$ cat src/rtl/pwm_dec_pkg.sv
// rtl/pwm_dec_pkg.sv - shared types and constants for the PWM duty decoder
package pwm_dec_pkg;

    typedef enum logic {
        IDLE    = 1'b0,
        MEASURE = 1'b1
    } state_t;

    localparam int CNT_W_DEF = 9;

    // Counter saturation value: the longest period that can still be measured.
    function automatic int unsigned cnt_max(input int w);
        return (32'd1 << w) - 32'd1;
    endfunction

endpackage

$ cat src/rtl/pwm_sync_edge.sv
// rtl/pwm_sync_edge.sv - multi-flop input synchronizer with rising-edge detect
module pwm_sync_edge #(
    parameter int SYNC_STAGES = 2
) (
    input  logic clk,
    input  logic reset,
    input  logic sig,
    output logic level,
    output logic rise
);

    logic [SYNC_STAGES-1:0] sync_q;
    logic                   prev_q;

    always_ff @(posedge clk) begin
        if (reset) begin
            sync_q <= '0;
            prev_q <= 1'b0;
        end else begin
            sync_q <= {sync_q[SYNC_STAGES-2:0], sig};
            prev_q <= sync_q[SYNC_STAGES-1];
        end
    end

    assign level = sync_q[SYNC_STAGES-1];
    assign rise  = sync_q[SYNC_STAGES-1] & ~prev_q;

endmodule

$ cat src/rtl/pwm_duty_decoder.sv
// rtl/pwm_duty_decoder.sv - PWM high-time/period measurement with stuck detect
// Optional complement check enabled by defining PWM_DEC_NEG_CHECK_EN.
module pwm_duty_decoder
    import pwm_dec_pkg::*;
#(
    parameter int CNT_W       = CNT_W_DEF,
    parameter int SYNC_STAGES = 2,
    parameter int NEG_TOL     = 2
) (
    input  logic             clk,
    input  logic             reset,
    input  logic             pwm_in,
    input  logic             pwm_neg_in,
    output logic [CNT_W-1:0] duty_out,
    output logic [CNT_W-1:0] period_out,
    output logic             valid_out,
    output logic             stuck_out,
    output logic             level_out,
    output logic             neg_err_out
);

    localparam logic [CNT_W-1:0] CNT_MAX = CNT_W'(cnt_max(CNT_W));

    logic             pwm_s;
    logic             rise;
    state_t           state;
    logic [CNT_W-1:0] period_cnt;
    logic [CNT_W-1:0] high_cnt;
    logic             expired;

    pwm_sync_edge #(.SYNC_STAGES(SYNC_STAGES)) u_pwm_sync (
        .clk   (clk),
        .reset (reset),
        .sig   (pwm_in),
        .level (pwm_s),
        .rise  (rise)
    );

    // Counters saturate at CNT_MAX; 'expired' keeps the timeout strobe to one pulse.
    always_ff @(posedge clk) begin
        if (reset) begin
            state      <= IDLE;
            period_cnt <= '0;
            high_cnt   <= '0;
            expired    <= 1'b0;
            duty_out   <= '0;
            period_out <= '0;
            valid_out  <= 1'b0;
            stuck_out  <= 1'b0;
            level_out  <= 1'b0;
        end else begin
            valid_out <= 1'b0;
            level_out <= pwm_s;
            if (rise) begin
                if (state == MEASURE) begin
                    period_out <= period_cnt;
                    duty_out   <= high_cnt;
                    valid_out  <= 1'b1;
                    stuck_out  <= 1'b0;
                end
                state      <= MEASURE;
                period_cnt <= CNT_W'(1);
                high_cnt   <= CNT_W'(1);
                expired    <= 1'b0;
            end else if (period_cnt == CNT_MAX) begin
                if (!expired) begin
                    period_out <= '0;
                    duty_out   <= pwm_s ? CNT_MAX : '0;
                    valid_out  <= 1'b1;
                    stuck_out  <= 1'b1;
                    state      <= IDLE;
                    expired    <= 1'b1;
                end
            end else begin
                period_cnt <= period_cnt + CNT_W'(1);
                if (state == MEASURE && pwm_s) begin
                    high_cnt <= high_cnt + CNT_W'(1);
                end
            end
        end
    end

`ifdef PWM_DEC_NEG_CHECK_EN
    localparam logic [7:0] NEG_LIM = 8'(NEG_TOL);

    logic       neg_s;
    logic       unused_neg_rise;
    logic [7:0] neg_cnt;

    pwm_sync_edge #(.SYNC_STAGES(SYNC_STAGES)) u_neg_sync (
        .clk   (clk),
        .reset (reset),
        .sig   (pwm_neg_in),
        .level (neg_s),
        .rise  (unused_neg_rise)
    );

    // A single equal cycle from edge skew never reaches the limit.
    always_ff @(posedge clk) begin
        if (reset) begin
            neg_cnt     <= '0;
            neg_err_out <= 1'b0;
        end else if (pwm_s == neg_s) begin
            if (neg_cnt != 8'hff) begin
                neg_cnt <= neg_cnt + 8'd1;
            end
            if (neg_cnt >= NEG_LIM) begin
                neg_err_out <= 1'b1;
            end
        end else begin
            neg_cnt <= '0;
        end
    end
`else
    localparam int unused_neg_tol = NEG_TOL;
    logic unused_neg;
    assign unused_neg  = pwm_neg_in;
    assign neg_err_out = 1'b0;
`endif

endmodule

$ cat config.mk
export PLATFORM = sky130hd
export DESIGN_NAME = pwm_duty_decoder
export DESIGN_NICKNAME = d
export VERILOG_FILES = /design/src/rtl/pwm_dec_pkg.sv /design/src/rtl/pwm_sync_edge.sv /design/src/rtl/pwm_duty_decoder.sv
export SDC_FILE = /design/constraint.sdc
export NUM_CORES = 1
export LEC_CHECK = 0
export CAP_MARGIN = 10
export CORE_ASPECT_RATIO = 1.4
export CORE_MARGIN = 2
export CORE_UTILIZATION = 40
export DETAILED_ROUTE_END_ITERATION = 12
export GPL_TIMING_DRIVEN = 0
export MAX_ROUTING_LAYER = met4
export PLACE_DENSITY = 0.62
export SYNTH_ARGS = -nofsm -noshare
export SYNTH_HDL_FRONTEND = slang
export SYNTH_SLANG_ARGS = --single-unit
$ cat constraint.sdc
create_clock -name clk -period 2.77 [get_ports clk]
set_clock_uncertainty 0.2 [all_clocks]
set_input_delay 0.277 -clock clk [delete_from_list [all_inputs] [get_ports clk]]
set_output_delay 0.277 -clock clk [all_outputs]
set_load 0.02 [all_outputs]
# [Yosys cells after proc, flatten, opt, wreduce, memory -nomap -nowiden]
# Cells that the tools add are included.
[op_classes] n_reduce_logical=8 mux=25 add_sub_neg=2 bitwise_logic=3 n_eq_ne=4
[ops] cell="9-bit two-way mux" n=9
[ops] cell="9-bit by 1-bit adder with 9-bit output (second input constant)" n=2
[ops] cell="1-bit two-way mux" n=16
[ops] cell="9-bit == test (second input constant)" n=1
[ops] cell="2-bit AND reduction" n=3
[ops] cell="2-bit inequality test (second input constant)" n=2
[ops] cell="2-bit nonzero test" n=2
[ops] cell="3-bit AND reduction" n=1
[ops] cell="2-bit by 1-bit inequality test with 1-bit output (second input constant)" n=1
[ops] cell="1-bit inverter" n=2
[ops] cell="2-bit OR reduction" n=1
[ops] cell="1-bit AND" n=1
[ops] cell="1-bit logical AND" n=1
[word_totals] word_cells=54 register_bits=43 out_inout_bits=22 in_bits=4

# [Logic depth before layout (Yosys ltp)]
[logic_depth] ltp_word=4 mapped_depth=9 ltp_nobuf=8

# [By module]
# A second synthesis with hierarchy kept.
[unflattened] hier_cells=204 hier_area_um2=1820.5
[modules_own_cells] module="pwm_duty_decoder" instances=1 seq_area_each_um2=820.8 area_each_um2=1732.9 cells_per_inst=197
[modules_own_cells] module="pwm_sync_edge" instances=1 seq_area_each_um2=60.1 area_each_um2=87.6 cells_per_inst=7

# [Least setup slack after synthesis]
# OpenSTA, ideal clock, no wires.
[synth_path] kind="reg-to-reg" from="register period_cnt[0]" to="register duty_out[0]" t_required_ns=2.500 arrival_ns=1.762 path_stages_with_launch=10 n_path_buf=1 setup_time_ns=0.070 synth_period_minus_slack_ns=2.033 path_slack_ns=0.737 path_cell_list="dfxtp_1 > ha_1 > nand3_1 > nor2_1 > ha_1 > nor2b_1 > a21o_1 > buf_4 > o211ai_1 > a21oi_1"
[synth_via] elab_chain_cells=3
[synth_lines] item="start: declaration" line="pwm_duty_decoder.sv:27" text="logic [CNT_W-1:0] period_cnt;"
[synth_lines] item="start signal: assignment" line="pwm_duty_decoder.sv:75" text="period_cnt <= period_cnt + CNT_W'(1);"
[synth_lines] item="9-bit == test" line="pwm_duty_decoder.sv:65" text="end else if (period_cnt == CNT_MAX) begin"
[synth_lines] item="2-bit nonzero test (no source line)"
[synth_lines] item="3-bit AND reduction (no source line)"
[synth_lines] item="end signal: assignment" line="pwm_duty_decoder.sv:57" text="duty_out <= high_cnt;"
[synth_lines] item="end signal: assignment" line="pwm_duty_decoder.sv:68" text="duty_out <= pwm_s ? CNT_MAX : '0;"
[synth_lines] item="end: declaration" line="pwm_duty_decoder.sv:14" text="output logic [CNT_W-1:0] duty_out,"
# Every way passes these cells.
# A chain may end at the register's enable or synchronous reset.

# [Worst setup path in the final report]
[layout_path] from="register period_cnt[0]" to="register duty_out[6]"
# The elaborated chain is that of the path after synthesis.

==> out/qor.txt <==
Die outline height: 81.7 um
Vias per inst: 5.20
Seq cells post-synth: 43
DIE WIDTH: 59.5 um
Max cap viols: 0
Worst VDD drop: 0.000338 V
Synth Net Count: 199
Placed cell count: 258
CP endpoint kind: register
Hold_ws: 130 ps
Initial Util: 41.4%
Worst Path Class, Setup: reg2reg
Post-Syn Area: 0.00172 mm2
GRT Total Usage: 15.5%
CP arrival: 2330 ps
Fin crit share: 83.2%
Total Die Area: 0.00486 mm2
Yosys cell types: 28
Worst endpoint required time: 2800 ps
RSZ-0062 raised after global routing: false
WL/cell: 12.2 um
Worst-path clk slew: 80 ps
Final std cells w/o fill: 265
Rows: 28
Largest net degree at the start of global routing: 13
Post-CTS sizing: 0
Slew Limit Fails: 0
Worst-case clock buffer depth: 2
Final Setup Violations: 0
TNS Setup: 0 ps
H-tree Lvls: 2
Ports: 26
Hold WC Path Type: in2reg
Achievable Freq: 0.434 GHz
Clock Sink Count: 43
GP Congestion: 0.827
Root Buffer Master: clkbuf_8
Crit start category: register
Post-DP HPWL: 2350 um
Vias: 1,379
TritonCTS buffer count: 5
Synth area leaders: dfxtp_1 50%, nor2_1 5.2%, a21oi_1 4.9%, nand2_1 4.4%, a22oi_1 3.9%
Syn. warnings: 0
Minimum clock period: 2300 ps
DRC viols: 0
PortBufs: 22
Gr ovfl total: 0
Layout Nets: 228
Initial antenna violation count: 0
First-pass GRT wire length: 5580 um
Clock Latency Late Sink: 300 ps
Fin. Hold Viols: 0
Hold-fix buffers, CTS: 0
Yosys top cell area share: 49.9%
Post-CTS Setup Inserts: 0
Status: finished, final reports clean
Largest area contributor in the netlist: dfxtp_1
Drt first pass iters: 4
CTS tree: built
CP max FO: 9
FILL cells: 405
Leakage: 0.000714 uW
N_diodes: 0
Area delta synth->final: 21.1%
Vias in the first global route: 1,274
Mapped Cells: 191
Seq/Total Area, Yosys: 49.9%
Remaining antenna violation count: 0
Total wire length: 3250 um
Cell area power density: 514 mW/mm2
DR iter-0 viols: 30
Core Box Area: 0.00417 mm2
Layout cell share with drive strength beyond 1: 7.27%
Syn Area/Cell: 9.03 um2
[critical path, stage by stage (launching register included)]
cell      delay [ps]
dfxtp_1          410
ha_1             240
nand3_1           90
nor2_1           150
ha_1             210
nor2b_1          340
a21o_1           170
buf_4            150
o211ai_1         100
a21oi_1          170
[final cells by class]
class / instances / area, um2 / area share [%]
Buffer: 12 / 65.1 / 3.12
Clock buffer: 6 / 82.6 / 3.95
Clock inverter: 1 / 5.00 / 0.240
Inverter: 1 / 3.75 / 0.180
Multi-Input combinational cell: 135 / 795 / 38.0
Sequential cell: 43 / 861 / 41.2
Tap cell: 45 / 56.3 / 2.70
Timing Repair Buffer: 22 / 220 / 10.5
[Yosys cell counts]
cell type   n
a21oi_4     1
nand2_1    20
nor3_1      7
nand2b_1    2
inv_1       1
a21o_1      1
and3b_1     1
o21ai_0     8
nand4b_1    3
or3_1       4
a21oi_1    17
nor2b_1     6
xor2_1      4
nand3_1     2
mux2i_1     2
nor2_1     24
buf_2       4
clkbuf_1    5
and3b_2     1
nand4_1     3
buf_6       1
xnor2_1     6
conb_1      1
buf_4       2
o211ai_1    9
ha_1        4
a22oi_1     9
dfxtp_1    43
[cells in the final DEF, fill, tap and decap left out, drive strengths merged]
cell           Yosys  layout
mux2i              2       2
clkbuf             5      11
clkdlybuf4s50      0      22
o21ai              8       8
nor3               7       7
a21oi             18      18
clkinv             0       1
xor2               4       4
nand2b             2       2
nor2              24      24
nand4b             3       3
a21o               1       1
dfxtp             43      43
inv                1       1
nand4              3       3
xnor2              6       6
and3b              2       2
ha                 4       4
conb               1       1
nand3              2       2
or3                4       4
a22oi              9       9
nor2b              6       6
buf                7       7
nand2             20      20
o211ai             9       9
[registers in the layout (all words and copies together) (netlist names)]
register,count
expired,1
u_pwm_sync.prev_q,1
period_out,9
state,1
u_pwm_sync.sync_q,2
stuck_out,1
high_cnt,9
valid_out,1
period_cnt,9
duty_out,9
[worst paths after layout]
path                            slack [ps]                    to  depth (start not counted)                 start
worst min register to register         240  u_pwm_sync.sync_q[1]                          1  u_pwm_sync.sync_q[0]
worst max register to register         470           duty_out[6]                          9         period_cnt[0]
worst max-delay path                   470           duty_out[6]                          9         period_cnt[0]
worst min-delay path                   130  u_pwm_sync.sync_q[1]                          2                 reset
[where the power goes]
part / internal [uW] / leakage (uW) / switching [uW]
clock: 196 / 0.0000470 / 205
combinational: 15.0 / 0.000320 / 25.6
sequential: 625 / 0.000348 / 8.31
total: 835 / 0.000714 / 238
[per-stage QoR]
stage | worst slack (ps) | power [uW] | instance area, um2 | utilization (%)
3_5_place_dp | 466 | 688 | 2000 | 48.0
3_3_place_gp | 465 | 688 | 2000 | 48.0
6_report | 466 | 1070 | 2090 | 50.1
5_1_grt | 271 | 1110 | 2090 | 50.1
4_1_cts | 453 | 1090 | 2090 | 50.1
2_1_floorplan | 737 | 676 | 1720 | -
[kinds of logic after synthesis]
| group | count (synthesis) | synth area share, % |
|---|---|---|
| muxes | 2 | 1.16 |
| and+or+nand+nor | 73 | 20.2 |
| adders and majority gates | 4 | 2.90 |
| xor gates and xnor gates | 10 | 5.08 |
| AOI/OAI and AO/OA | 45 | 16.5 |
| DFF | 43 | 49.9 |
| other | 1 | 0.217 |
| buffers and inverters | 13 | 3.99 |
[metal layers]
metal / part of all wire [%] / track usage [%] / vias to the layer above / wire length, um
li1: - / - / 715 / -
met1: 44 / 17.3 / 638 / 1440
met2: 50 / 25.5 / 20 / 1630
met3: 3.3 / 3.78 / 6 / 107
met4: 2.1 / 7.73 / 0 / 67
met5: 0 / - / - / 0
(Power assumes the default switching activity.)
